**src/rtl/button_debouncer.sv**
```systemverilog
// button_debouncer
//
// Turns a bouncy, asynchronous push-button pin into clean signals that are
// synchronous to clk. The pin is optionally inverted, passed through a plain
// flip-flop synchronizer, then qualified by a four-state FSM. A change is
// accepted only after the synchronized level has held for DEBOUNCE_CYCLES.
//
// Ports:
//   clk          system clock
//   rst_n        asynchronous, active-low reset
//   button       raw push-button pin, asynchronous to clk
//   btn_level    debounced level, 1 = pressed
//   btn_press    one-cycle strobe when a press is accepted
//   btn_release  one-cycle strobe when a release is accepted
//   btn_long     one-cycle strobe after LONG_PRESS_CYCLES of hold, once per press
//   press_count  accepted presses, wraps modulo 256
//   led_toggle   inverts on every accepted press
module button_debouncer #(
  parameter int SYNC_STAGES       = 2,
  parameter int DEBOUNCE_CYCLES   = 1000000,
  parameter int LONG_PRESS_CYCLES = 100000000,
  parameter int ACTIVE_LOW        = 0
) (
  input  logic       clk,
  input  logic       rst_n,
  input  logic       button,
  output logic       btn_level,
  output logic       btn_press,
  output logic       btn_release,
  output logic       btn_long,
  output logic [7:0] press_count,
  output logic       led_toggle
);

  localparam int DCW = $clog2(DEBOUNCE_CYCLES + 1);
  localparam int HCW = $clog2(LONG_PRESS_CYCLES + 1);

  // Terminal counts; a counter equal to these on a cycle means the
  // required number of cycles has now elapsed.
  localparam logic [DCW-1:0] DLAST = DCW'(DEBOUNCE_CYCLES - 1);
  localparam logic [HCW-1:0] HLAST = HCW'(LONG_PRESS_CYCLES - 1);

  typedef enum logic [1:0] {
    RELEASED,
    CHECK_PRESS,
    PRESSED,
    CHECK_RELEASE
  } state_t;

  logic                   pinIn;
  logic [SYNC_STAGES-1:0] syncChain_q;
  logic [SYNC_STAGES-1:0] syncChain_d;
  logic                   syncPin;

  state_t                 state_q;
  logic [DCW-1:0]         dcnt_q;
  logic [HCW-1:0]         hcnt_q;
  logic                   longDone_q;
  logic                   level_q;
  logic                   press_q;
  logic                   release_q;
  logic                   long_q;
  logic [7:0]             pressCount_q;
  logic                   led_q;

  // Normalise polarity before synchronising so that everything downstream
  // sees 1 = pressed. The inversion sits ahead of the first flop so the
  // synchronizer chain itself is nothing but flops.
  assign pinIn       = (ACTIVE_LOW != 0) ? ~button : button;
  assign syncChain_d = {syncChain_q[SYNC_STAGES-2:0], pinIn};
  assign syncPin     = syncChain_q[SYNC_STAGES-1];

  // Synchronizer shift register. Resets to all zero, i.e. "released", so a
  // button held through reset is seen as a fresh press afterwards.
  always_ff @(posedge clk or negedge rst_n) begin
    if (!rst_n) begin
      syncChain_q <= '0;
    end else begin
      syncChain_q <= syncChain_d;
    end
  end

  // Debounce FSM. Both CHECK states count consecutive cycles of the new
  // level and fall straight back to the prior stable state on any
  // contrary sample, so qualification always restarts from zero. The hold
  // timer only advances in PRESSED (including the cycle that leaves it),
  // which means a rejected release bounce pauses it for exactly the time
  // spent in CHECK_RELEASE rather than restarting it. Strobes default low
  // every cycle so each lasts exactly one clock.
  always_ff @(posedge clk or negedge rst_n) begin
    if (!rst_n) begin
      state_q      <= RELEASED;
      dcnt_q       <= '0;
      hcnt_q       <= '0;
      longDone_q   <= 1'b0;
      level_q      <= 1'b0;
      press_q      <= 1'b0;
      release_q    <= 1'b0;
      long_q       <= 1'b0;
      pressCount_q <= 8'd0;
      led_q        <= 1'b0;
    end else begin
      press_q   <= 1'b0;
      release_q <= 1'b0;
      long_q    <= 1'b0;
      unique case (state_q)
        RELEASED: begin
          if (syncPin) begin
            state_q <= CHECK_PRESS;
            dcnt_q  <= '0;
          end
        end
        CHECK_PRESS: begin
          if (!syncPin) begin
            state_q <= RELEASED;
          end else if (dcnt_q == DLAST) begin
            state_q      <= PRESSED;
            level_q      <= 1'b1;
            press_q      <= 1'b1;
            pressCount_q <= pressCount_q + 8'd1;
            led_q        <= ~led_q;
            hcnt_q       <= '0;
            longDone_q   <= 1'b0;
          end else begin
            dcnt_q <= dcnt_q + 1'b1;
          end
        end
        PRESSED: begin
          if (!syncPin) begin
            state_q <= CHECK_RELEASE;
            dcnt_q  <= '0;
          end
          if (!longDone_q) begin
            if (hcnt_q == HLAST) begin
              long_q     <= 1'b1;
              longDone_q <= 1'b1;
            end else begin
              hcnt_q <= hcnt_q + 1'b1;
            end
          end
        end
        CHECK_RELEASE: begin
          if (syncPin) begin
            state_q <= PRESSED;
          end else if (dcnt_q == DLAST) begin
            state_q   <= RELEASED;
            level_q   <= 1'b0;
            release_q <= 1'b1;
          end else begin
            dcnt_q <= dcnt_q + 1'b1;
          end
        end
        default: begin
          state_q <= RELEASED;
        end
      endcase
    end
  end

  assign btn_level   = level_q;
  assign btn_press   = press_q;
  assign btn_release = release_q;
  assign btn_long    = long_q;
  assign press_count = pressCount_q;
  assign led_toggle  = led_q;

endmodule

```
**config.mk**
```make
export PLATFORM = sky130hd
export DESIGN_NAME = button_debouncer
export DESIGN_NICKNAME = d
export VERILOG_FILES = /design/src/rtl/button_debouncer.sv
export SDC_FILE = /design/constraint.sdc
export NUM_CORES = 1
export LEC_CHECK = 0
export CORE_ASPECT_RATIO = 1.25
export CORE_MARGIN = 1.5
export CORE_UTILIZATION = 40
export DETAILED_ROUTE_END_ITERATION = 8
export SKIP_CTS_REPAIR_TIMING = 1
export SYNTH_ARGS = -nofsm -noshare
export SYNTH_HDL_FRONTEND = slang
export SYNTH_SLANG_ARGS = --single-unit
```
**constraint.sdc**
```tcl
create_clock -name clk -period 3.6 [get_ports clk]
set_input_delay 0.72 -clock clk [delete_from_list [all_inputs] [get_ports clk]]
set_output_delay 0.72 -clock clk [all_outputs]
set_load 0.1 [all_outputs]
```
# --- Word-level counts from Yosys, hierarchy flattened ---
# Cells that the tools add are included.
op_classes:
  shift: 0
  bitwise: 1
  n_div: 0
  n_mux: 34
  reduce_logical: 9
  multipliers: 0
  n_lt_le_gt_ge: 0
  addsub: 3
  n_eq_ne: 15
ops:
  columns: ["op", "n"]
  rows:
  - ["two-way mux 27 bit", 4]
  - ["two-way mux 20 bit", 5]
  - ["one-hot mux 20 bit (4 select lines)", 1]
  - ["one-hot mux 27 bit (2 select lines)", 1]
  - ["adder 27 x 1 -> 27 bit, second input constant", 1]
  - ["== test 27 bit, second input constant", 1]
  - ["adder 20 x 1 -> 20 bit, second input constant", 1]
  - ["== test 20 bit, second input constant", 1]
  - ["!= test 2 bit, second input constant", 8]
  - ["two-way mux 1 bit", 14]
  - ["two-way mux 2 bit", 6]
  - ["AND reduction 5 bit", 2]
  - ["adder 8 x 1 -> 8 bit, second input constant", 1]
  - ["one-hot mux 2 bit (4 select lines)", 1]
  - ["AND reduction 4 bit", 2]
  - ["!= test 3 bit, second input constant", 2]
  - ["AND reduction 3 bit", 2]
  - ["== test 2 bit, second input constant", 2]
  - ["one-hot mux 1 bit (2 select lines)", 2]
  - ["nonzero test 2 bit", 2]
  - ["== test 2 x 1 -> 1 bit, second input constant", 1]
  - ["logical NOT 2 bit", 1]
  - ["inverter 1 bit", 1]
word_totals:
  word_cells: 73
  n_memories: 0
  rom_bits: 0
  latchBits: 0
  ramBits: 0
  regBits: 65
  input_bits: 3

# --- Depth between registers and ports, before layout ---
# Gate-level depths: netlist (run 1).
logic_depth:
  ltp_word: 4
  ltp_mapped: 7

# --- Worst setup path before layout (run 1) ---
# OpenSTA, ideal clock, no wires.
synth_path:
  path_kind: "flip-flop to flip-flop"
  start: "register hcnt_q[17]"
  end: "register hcnt_q[18]"
  n_path_buf: 1
  path_stages_with_launch: 7
  setup_time_ns: 0.126
  path_slack_ns: 1.030
  arrival_ns: 2.444
  required_time_ns: 3.474
  path_cell_list: "dfrtp_1 or4b_1 or4_4 o41a_1 buf_2 o2111a_1 a221o_1"
synth_between:
  elab_chain_len: 4
  elab_cells_between_ends: 7
  classes_between: "1 x add/sub; 2 x eq/ne; 3 x mux; 1 x reduce/logical"
synth_rtl:
  columns: ["item", "line_no", "rtl"]
  rows:
  - ["from (decl)", "57", "logic [HCW-1:0] hcnt_q;"]
  - ["from (signal assigned)", "138", "hcnt_q <= hcnt_q + 1'b1;"]
  - ["adder 27 x 1 -> 27 bit", "138", null]
  - ["two-way mux 27 bit", "134", "if (hcnt_q == HLAST) begin"]
  - ["two-way mux 27 bit", "133", "if (!longDone_q) begin"]
  - ["one-hot mux 27 bit (2 select lines)", "106", "unique case (state_q)"]
# Parallel ways exist; a longest one is shown, timed or not. The select of a mux whose other input is x is not followed.
# A chain may end at the register's enable or synchronous reset.

# --- Worst setup path in the final report (run 1) ---
layout_path:
  start: "register hcnt_q[17]"
  end: "register hcnt_q[0]"
layout_between:
  elab_chain_len: 3
layout_rtl:
  columns: ["item", "line_no"]
  rows:
  - ["== test 27 bit", "134"]
  - ["!= test 2 bit (no source line)", null]
  - ["AND reduction 5 bit (no source line)", null]
# No other way between the ends.

==> flow_summary.toml, run 1 <==
[synthesis]
synth_edf_count = 0
yosysTopAreaCell = "dfrtp_1"
ys_seq_area_share_pct = 45.9
yosysWarningCount = 0
ys.flop_type = "dfrtp_1"
synthTopCellsByCount = "dfrtp_1, nand2_1, nand3_1"
ys_ff_latch = 65
synth_nets = 379
yosysTopAreaCellShare_pct = 45.9
synth.area.top_cells = "dfrtp_1, nand2_1, xnor2_1"
syn_area_mm2 = 0.00354
syn_inst = 373
synth.most_common_cell = "dfrtp_1"
synthDistinctLibCells = 51
avgSynthCellArea_um2 = 9.50
async_reset_ff_share_pct = 100

[setup_path]
r2r_start = "hcnt_q[17]"
cp_num_buf_inv = 1
slowest_stage = "o41a_1"
worstSetupStartpointType = "flop"
end_kind = "flop"
path_class = "flop to flop"
cp_slowest_stage_delay_ns = 0.70
cp_data_arrival_time_ns = 3.31
crit_start = "hcnt_q[17]"
cp_top_family = "simple AND/OR/NAND/NOR gates"
critPathMaxFanout = 20
required_ns = 3.89
path_cells = "or4b_1, or4_4, o41a_1, a21oi_1, buf_4, mux2_2"

[global_route]
antenna_found_initial = 0
grt_pass1_wl_um = 14700
grt_overflow_total = 0
grt_pass1_vias = 3014
grt_max_degree = 43
gr-usage-all-layers_pct = 20.1

[cts]
clk_pin_slew_ns = 0.08
cts_sinks = 65
cts_tree = "built"
htree_levels = 3
cts_buffer_depth = 2
clk_latency_ns = 0.35
root_buffer = "clkbuf_8"
numCtsBuffers = 9

[placement]
port_buffers = 15
dp_hpwl_um = 5800
dp_cells = 500
pre_cts_slack_ns = 0.606
routabilityCongestion = 0.834

[sta]
skew_ns = 0.0100
hold_ws_ns = 0.352
post-route-min-period_ns = 3.02
fin_ws_ns = 0.576
worstMarginPinSlew_ns = 0.990
drv_slew = 0
slew_headroom_pct = 34.0
final_hold_viol_count = 0
finalSetupViolations = 0
max_freq_mhz = 331
tns_ns = 0
grt_setup_unrepaired = "false"
period_share_pct = 84.0

[min_path]
hp-start = "syncChain_q[0]"
hold_path_class = "flop to flop"

[power_and_ir_drop]
p_leak_nw = 1.69
max-vdd-ir-drop_mv = 0.208
p_per_area_mw_per_mm2 = 372

[detailed_routing]
vias_per_cell = 5.77
wl_um = 8710
drt_iter0_drc = 181
drc = 0
ant_nets = 0
routedWlPerCell_um = 16.9
via_count = 2975
drt-pass1-iter-count = 4

[die]
start_util_pct = 41.0
die_area_mm2 = 0.00944
die_w_um = 87.2
io_pins = 16
fp.dieH_um = 108
core_mm2 = 0.00865
num_rows = 38

[status]
outcome = "finished clean"

[layout]
fill_cells = 860
nets = 397
fin_cells = 516
drive_gt1_share_pct = 9.34
final_util_pct = 47.1
diodes = 0
area_growth_pct = 14.9

[job]
maxCapViolCount = 0
-- layer usage --
| layer | track usage (%) | share of wire [%] |
|---|---|---|
| met2 | 33.1 | 48 |
| met5 | 0 | 0 |
| met4 | 9.86 | 3.0 |
| met3 | 4.35 | 2.7 |
| met1 | 24.9 | 46 |
-- worst paths after layout --
check                                  to  slack, ns  depth (start not counted)
max reg2reg                     hcnt_q[0]       0.58                          6
min                        syncChain_q[1]       0.35                          0
min reg2reg                syncChain_q[1]       0.35                          0
max                             hcnt_q[0]       0.58                          6
min in group asynchronous      hcnt_q[16]       0.54                          1
max in group asynchronous       dcnt_q[7]       2.31                          2
-- worst reg2reg max path: stages (launching register included) --
cell	delay (ns)
dfrtp_1	0.44
or4b_1	0.54
or4_4	0.57
o41a_1	0.70
a21oi_1	0.24
buf_4	0.28
mux2_2	0.20
-- state kept, by name, summed over array words and instances, names as in the netlist, named ones only --
name,flops
btn_long,1
btn_press,1
state_q,1
led_toggle,1
btn_level,1
longDone_q,1
syncChain_q,2
press_count,8
hcnt_q,27
btn_release,1
dcnt_q,20
-- cell families (layout without fill, tap and decap cells) --
group | Yosys count | count (layout) | synth area share (%)
xor+xnor | 17 | 17 | 4.20
compound gates | 75 | 75 | 15.1
fa+ha+maj | 3 | 3 | 1.06
buf+inv | 27 | 50 | 3.21
mux | 4 | 4 | 1.20
simple gates | 182 | 182 | 29.3
flops | 65 | 65 | 45.9
-- cell type report --
class / count / area, µm² / area share [%]
multi-input combinational: 281 / 1820 / 44.6
tap: 120 / 150 / 3.69
timing repair buffer: 25 / 220 / 5.41
clock buffer: 9 / 124 / 3.04
sequential: 65 / 1630 / 40.0
inverter: 9 / 33.8 / 0.830
clock inverter: 7 / 101 / 2.49
-- layout by cell type, fill, tap and decap left out, types with 6 or more instances in the layout --
master,count
nand2_1,39
inv_1,9
clkdlybuf4s50_1,14
nand3_1,22
and3_1,8
a221o_1,9
dfrtp_1,65
xnor2_1,13
or3_1,11
buf_4,10
nor2_1,19
nand4_1,11
and2_1,10
a211o_1,6
nor4_1,13
nor3_1,15
o21ai_0,19
and4_1,8
a21oi_1,10
clkbuf_8,9
-- metrics by stage --
stage | instance area (µm²) | total power (W)
4_1_cts | 4070 | 0.00153
3_3_place_gp | 3850 | 0.000808
2_1_floorplan | 3540 | 0.000783
6_report | 4070 | 0.00152
5_1_grt | 4070 | 0.00158
3_5_place_dp | 3850 | 0.000809
-- power by group --
group | internal [W] | switching (W)
logic | 0.0000121 | 0.0000311
registers | 0.000740 | 0.0000119
clock network | 0.000396 | 0.000326
No activity file was read; power rests on OpenSTA's default activity.
==> run 2, diff against run 1 <==
==> constraint.sdc (replaced) <==
create_clock -name clk -period 2.57 [get_ports clk]
set_input_delay 0.514 -clock clk [delete_from_list [all_inputs] [get_ports clk]]
set_output_delay 0.514 -clock clk [all_outputs]
set_load 0.1 [all_outputs]
==> flow_summary.toml, run 2 (synthesized netlist as in run 1, its figures left out) <==
[sta]
grt_setup_unrepaired = "false"
skew_ns = 0.0125
final_hold_viol_count = 0
drv_slew = 0
max_freq_mhz = 404
finalSetupViolations = 0
tns_ns = 0
post-route-min-period_ns = 2.48
worstMarginPinSlew_ns = 0.700
slew_headroom_pct = 53.0
period_share_pct = 96.4

[placement]
dp_hpwl_um = 6170
port_buffers = 15
placed_cell_area_mm2 = 0.00407
routabilityCongestion = 0.861

[cts]
clk_pin_slew_ns = 0.07
numCtsBuffers = 9
clk_latency_ns = 0.36
cts_tree = "built"
root_buffer = "clkbuf_8"
htree_levels = 3
cts_buffer_depth = 2
cts_sinks = 65

[die]
start_util_pct = 41.0
fp.dieH_um = 108
core_mm2 = 0.00865
io_pins = 16
die_w_um = 87.2
die_area_mm2 = 0.00944
num_rows = 38

[layout]
drive_gt1_share_pct = 19.1
fin_area_mm2 = 0.00429
final_common_cell = "dfrtp_1"
multiInputGateArea_mm2 = 0.00183
fill_cells = 855
largest_reg_flops = 27
layout_common_cells = "dfrtp_1, buf_4, nand2_1, nand3_1"
diodes = 0
area_growth_pct = 21.0
nets = 430
seq_area_mm2 = 0.00163
regMostFlops = "hcnt_q"

[setup_path]
required_ns = 2.81
path_class = "flop to flop"
worstSetupStartpointType = "flop"
crit_end = "hcnt_q[12]"
end_kind = "flop"
r2r_slack_ns = 0.09
reg2regPathDepth = 6
r2r_start = "hcnt_q[17]"
cp_data_arrival_time_ns = 2.72
timing.rr.end = "hcnt_q[12]"
crit_start = "hcnt_q[17]"
critPathMaxFanout = 5

[global_route]
gr-usage-all-layers_pct = 20.3
grt_overflow_total = 0
grt_pass1_wl_um = 14600
grt_max_degree = 26
grt_pass1_vias = 3036
antenna_found_initial = 0

[detailed_routing]
vias_per_cell = 5.65
drc = 0
via_count = 3100
ant_nets = 0
drt_iter0_drc = 199
wl_um = 8660
routedWlPerCell_um = 15.8
drt-pass1-iter-count = 4

[power_and_ir_drop]
p_per_area_mw_per_mm2 = 461
p_leak_nw = 1.89
max-vdd-ir-drop_mv = 0.427

[min_path]
hold_path_class = "input port to async pin"

[status]
outcome = "finished clean"

[job]
maxCapViolCount = 0
-- run 2: cell types whose count changed in the layout (fill, tap and decap cells not counted), moves of 2 or more --
| cell | change |
|---|---|
| clkinv_2 | +2 |
| buf_4 | +41 |
| buf_6 | +4 |
| clkbuf_1 | +3 |
| clkinvlp_4 | -2 |
| clkdlybuf4s50_1 | -13 |
| inv_6 | -2 |
-- run 2: through the flow --
| stage | worst slack [ns] | utilization, % | power, W | hold WS (ns) | cells |
|---|---|---|---|---|---|
| after global routing | 0.0321 | 49.6 | 0.00206 | 0.134 | 549 |
| final | 0.0928 | 49.6 | 0.00198 | 0.106 | 549 |
| after global placement | -0.0650 | 47.0 | 0.00114 | 0.332 | 532 |
| after floorplan | 0.000318 | - | 0.00110 | 0.218 | 373 |
| after detailed placement | -0.0940 | 47.0 | 0.00114 | 0.340 | 532 |
| after CTS | -0.130 | 49.2 | 0.00200 | 0.119 | 548 |
-- run 2: area by class of cell --
type,instances,share of cell area (%)
multi-input cells,281,42.6
flip-flops and latches,65,37.9
clock buffers,13,3.47
repair buffers,58,10.8
well taps,120,3.50
clock inverters,3,0.934
inverters,9,0.788
-- run 2: per-layer routing --
layer	wire [µm]	global-route usage [%]
met1	3800	24.7
met2	4350	33.7
met3	297	4.20
met4	210	10.8
met5	0	0
-- run 2: worst min path at each step --
stage	from	end	cells past startpoint
6_report	rst_n	hcnt_q[14]	1
5_1_grt	rst_n	hcnt_q[14]	1
4_1_cts	rst_n	hcnt_q[16]	1
3_5_place_dp	syncChain_q[0]	syncChain_q[1]	0
3_3_place_gp	syncChain_q[0]	syncChain_q[1]	0
2_1_floorplan	rst_n	async pin	0
-- run 2: critical path: stages (launching register included) --
cell and delay, ns:
dfrtp_1 0.38, or4b_1 0.50, or4_4 0.47, o41a_1 0.44, buf_6 0.17, and4_1 0.18, a211o_1 0.22
-- run 2: power breakdown --
part / internal [W] / total (W) / switching (W)
clock: 0.000472 / 0.000861 / 0.000389
combinational: 0.0000201 / 0.0000638 / 0.0000438
sequential: 0.00104 / 0.00105 / 0.0000150
total: 0.00153 / 0.00198 / 0.000448
==> run 3, diff against run 2 <==
--- a/config.mk
+++ b/config.mk
@@ -5,6 +5,7 @@
 export SDC_FILE = /design/constraint.sdc
 export NUM_CORES = 1
 export LEC_CHECK = 0
+export CAP_MARGIN = 20
 export CORE_ASPECT_RATIO = 1.25
 export CORE_MARGIN = 1.5
 export CORE_UTILIZATION = 40
==> results of run 3 <==
Final layout, timing and power as in run 2 (identical DEF).
==> edit 1 (config.mk and constraints of run 1) <==
Set the parameter `DEBOUNCE_CYCLES` to 250000 (it was 1000000).
--- a/src/rtl/button_debouncer.sv
+++ b/src/rtl/button_debouncer.sv
@@ -19,3 +19,3 @@
   parameter int SYNC_STAGES       = 2,
-  parameter int DEBOUNCE_CYCLES   = 1000000,
+  parameter int DEBOUNCE_CYCLES   = 250000,
   parameter int LONG_PRESS_CYCLES = 100000000,
Behaviour: no difference found for any inputs over 10 cycles, from zero or initial values and one cycle with rst_n low; that may be too few to reach the edited logic, so the function may still have changed.
==> edit 1 against run 1 <==
  * Core utilization shrank 1.1 points
  * Sequential power shrank 3%
  * Routed wire length shrank 3.1%
  * Sequential cell count shrank 2
  * Area after synthesis shrank 0.28%
  * Worst hold slack lost 0.026 ns
  * Fmax grew 13%
  * Total power shrank 8.2%
  * Worst setup slack gained 0.35 ns
  * Final area shrank 2.4%
==> edit 1: results (changes against run 1) <==
Run status
  • Outcome: completed

Drt
  • Post-DR wirelength/cell: 16.1 um (-4.4%)
  • Drt pass-1 iters: 4 (unchanged)
  • DR iter-0 viols: 184 (+1.7%)
  • Routed Antenna Nets: 0 (unchanged)
  • Via count: 3083 (+3.6%)

Global routing
  • Vias in the first global route: 3004 (-0.33%)
  • Initial antenna violation count: 0 (unchanged)
  • First-pass GRT wire length: 14600 um (-0.56%)
  • Largest net degree at the start of global routing: 43 (unchanged)
  • GRT Util Overall: 20.1% (-0.067 points)

Power and ir drop
  • Worst vdd ir: 0.204 mV (-1.5%)
  • P_leak: 1.54 nW (-9.0%)

Timing
  • Setup Skew: 0.0138 ns (+0.00380 ns)
  • Worst slew margin: 35.0% (+1.0 points)
  • Post-route setup slack: 0.930 ns (+0.354 ns)

Cells and area
  • Share of post-route cells with drive strength above 1: 9.18% (-0.16 points)
  • Number of antenna diodes: 0 (unchanged)
  • Final nets: 404 (+1.8%)
  • Largest reg by FF count: hcnt_q
  • Max reg flops: 27 (unchanged)
  • Fillcell total: 852 (-0.93%)

Logic synthesis
  • Top cells by area, synth: dfrtp_1 (45%), nand2_1 (5.4%), o31ai_1 (5.3%)
  • Synth cell types: 53 (+3.9%)
  • Sequential share of the synthesized area: 44.6% (-1.3 points)
  • Warnings from Yosys: 0 (unchanged)
  • Most frequent cells after synthesis: dfrtp_1 (63), nand2_1 (51), nand3_1 (36), o31ai_1 (25), clkbuf_1 (20)
  • Share of flip-flops with an asynchronous set or reset: 100% (unchanged)

Worst setup path
  • R2R Path Start: dcnt_q[9]
  • CP startpoint: press_count[3]
  • Crit-path leading delay family: buffers and inverters
  • R2R setup slack: 0.99 ns (+0.41 ns)
  • R2r worst-path depth: 5 (-1)
  • Crit Path Max Fanout: 5 (-75%)
  • CP max stage delay: 1.17 ns (+0.47 ns)
  • Worst setup path endpoint: press_count[3]
  • Slowest-stage cell, CP: clkdlybuf4s50_1
  • Worst Path Arrival: 1.95 ns (-1.36 ns)
  • Worst flop-to-flop path endpoint: hcnt_q[8]

Clock tree
  • Clock Latency Late Sink: 0.36 ns
  • TritonCTS buffer count: 9 (unchanged)
  • Clock buffer depth: 2 (unchanged)
  • H-tree levels: 3 (unchanged)
  • Root buf cell: clkbuf_8
  • Clk pin slew, worst setup/hold paths: 0.07 ns

Hold path
  • Worst min path class: primary input to async pin

Place
  • IO buf count: 15 (unchanged)
  • Gpl congestion: 0.852 (+2.1%)
  • Dpl hpwl: 5800 um (about the same)
## edit 1: cell count changes in the layout (fill, tap and decap cells not counted), sizes merged, moves of 8 or more
cell,delta
xnor2,-8
o31ai,+22
nand2,+12
nand3,+14
nand2b,+8
a221o,-9
or3,-8
## edit 1: area by class of cell
cell class                      count  area, um2  share of cell area, %
Clock inverter                      5       58.8                   1.48
Multi-Input combinational cell    294       1830                   45.9
Inverter                            7       26.3                  0.661
Timing Repair Buffer               23        205                   5.16
Clock buffer                       11        131                   3.31
Sequential cell                    63       1580                   39.7
Tap cell                          120        150                   3.78
## edit 1: routing by layer
metal / wire length [um] / global-route usage, % / part of all wire (%) / up-vias
li1: - / - / - / 1490
met1: 3730 / 24.7 / 44 / 1513
met2: 4230 / 33.8 / 50 / 66
met3: 305 / 3.51 / 3.6 / 14
met4: 170 / 9.45 / 2.0 / 0
met5: 0 / 0 / 0 / -
## edit 1: report_power, final
part	total, mW	switching (mW)	internal, mW
combinational	0.0460	0.0316	0.0144
clock	0.614	0.294	0.320
sequential	0.732	0.0140	0.718
## edit 1: cells by family after synthesis
| family | count (synthesis) | share of synthesized area (%) |
|---|---|---|
| AOI/OAI and AO/OA | 87 | 17.7 |
| DFF | 63 | 44.6 |
| and+or+nand+nor | 193 | 29.8 |
| adders and majority gates | 3 | 1.06 |
| buffers and inverters | 32 | 3.93 |
| xor gates and xnor gates | 8 | 1.98 |
| muxes | 3 | 0.885 |
## edit 1: through the flow
stage	cells	cell area, um2	hold slack, ns
2_1_floorplan	389	3530	0.331
3_3_place_gp	507	3780	0.336
3_5_place_dp	507	3780	0.339
4_1_cts	523	3970	0.340
5_1_grt	523	3970	0.361
6_report	523	3970	0.326
==> edit 2 (flow settings as in run 1) <==
Without the edit above. Register the input `button` before use. The logic sees it one clock later.
--- a/src/rtl/button_debouncer.sv
+++ b/src/rtl/button_debouncer.sv
@@ -49,2 +49,8 @@
 
+  logic button_q;
+
+  always_ff @(posedge clk) begin
+    button_q <= button;
+  end
+
   logic                   pinIn;
@@ -68,3 +74,3 @@
   // synchronizer chain itself is nothing but flops.
-  assign pinIn       = (ACTIVE_LOW != 0) ? ~button : button;
+  assign pinIn       = (ACTIVE_LOW != 0) ? ~button_q : button_q;
   assign syncChain_d = {syncChain_q[SYNC_STAGES-2:0], pinIn};
Formal check against the unedited RTL: same outputs for any inputs over 10 cycles, from zero or initial values and one cycle with rst_n low; that may be too few to reach the edited logic, so the function may still have changed.
==> edit 2 against run 1 <==
  * Worst hold slack lost 0.023 ns
  * Total power grew 3.7%
  * First-iteration DRC count shrank 2.2%
  * Sequential cell count grew 1
  * Count of clock-buffer cells in the layout grew 1
  * Via count shrank 3.3%
  * Global-route usage shrank 2.5 points
  * Routed wire length shrank 10%
  * Worst setup slack gained 0.20 ns
  * Critical path depth shrank 1
  * Final area shrank 1.5%
  * Area after synthesis grew 0.74%
==> edit 2: results (changes against run 1) <==
Run status
  • Outcome: completed

Global routing
  • GRT Util Overall: 17.6% (-2.5 points)
  • Vias in the first global route: 2667 (-12%)
  • First-pass GRT wire length: 13100 um (-11%)
  • Largest net degree at the start of global routing: 66 (+53%)

Worst setup path
  • Crit Path Max Fanout: 11 (-45%)
  • R2r worst-path depth: 5 (-1)
  • R2R Path Start: dcnt_q[12]
  • Worst Path Arrival: 3.03 ns (-0.28 ns)
  • Worst flop-to-flop path endpoint: hcnt_q[5]

Hold path
  • Hold endpoint: syncChain_q[0]
  • Hold Startpoint: button_q

Cells and area
  • Final nets: 378 (-4.8%)
  • Final Non-Filler Cells: 497 (-3.7%)

Place
  • Worst slack at placement: 0.801 ns (+0.195 ns)
  • Placed Cells: 481 (-3.8%)
  • Dpl hpwl: 5420 um (-6.5%)

Logic synthesis
  • Top cells by area, synth: dfrtp_1 (46%), xnor2_1 (3.7%), o21ai_0 (3.2%)
  • Most frequent cells after synthesis: dfrtp_1 (65), nand2_1 (26), o21ai_0 (23), nor2_1 (21)
  • Sequential share of the synthesized area: 46.1% (+0.22 points)
  • Share of flip-flops with an asynchronous set or reset: 98.5% (-1.5 points)
  • Syn nets: 365 (-3.7%)
  • Synth cell types: 64 (+25%)

Power and ir drop
  • P_leak: 1.69 nW (-0.28%)

Timing
  • Setup Skew: 0.0125 ns (+0.00250 ns)
  • Post-route setup slack: 0.774 ns (+0.198 ns)
  • Worst Tran Pin Value: 1.03 ns (+0.0399 ns)
  • WHS: 0.328 ns (-0.0232 ns)

Drt
  • Post-DR wirelength/cell: 15.7 um (-6.8%)
  • Drt via density: 5.79 (+0.37%)
-- edit 2: cell types whose count changed after synthesis, moves of 6 or more --
cell and change:
nor4_1 -6, clkbuf_1 -7, nand4_1 +7, nand2_1 -13, buf_6 +6, a221o_1 -8, and2_1 -10
-- edit 2: area by class of cell --
cell class,count,share of cell area (%)
clock inverter,6,2.87
sequential,66,41.0
clock buffer,10,3.18
timing repair buffer,19,4.37
multi-input combinational,266,43.9
tap,120,3.74
inverter,10,0.936
-- edit 2: layer usage --
metal / GRT usage, % / up-vias / wire length, um
met5: 0 / - / 0
met4: 6.46 / 0 / 163
met3: 4.01 / 13 / 241
met2: 29.6 / 48 / 3930
met1: 22.1 / 1431 / 3480
li1: - / 1384 / -
-- edit 2: cells by family after synthesis --
group,Yosys count,synth area share (%)
flip-flops,66,46.1
XOR/XNOR,21,5.15
AO/OA/AOI/OAI,77,14.6
multiplexers,4,1.19
AND/OR/NAND/NOR,161,27.3
buffers and inverters,27,4.63
adder cells (fa/ha/maj),3,1.05
-- edit 2: report_power, final --
group          switching [mW]  internal [mW]  leakage [nW]  total [mW]
clock network           0.301          0.463         0.117       0.764
logic                  0.0270         0.0158         0.662      0.0428
registers              0.0137          0.752         0.907       0.765
total                   0.342           1.23          1.69        1.57
-- edit 2: worst max-delay path: stages, from the launching register on --
cell and delay [ns]:
dfrtp_1 0.43, or4b_2 0.68, nor4_1 0.43, nand3_1 0.50
nand2_1 0.49, o221ai_1 0.16
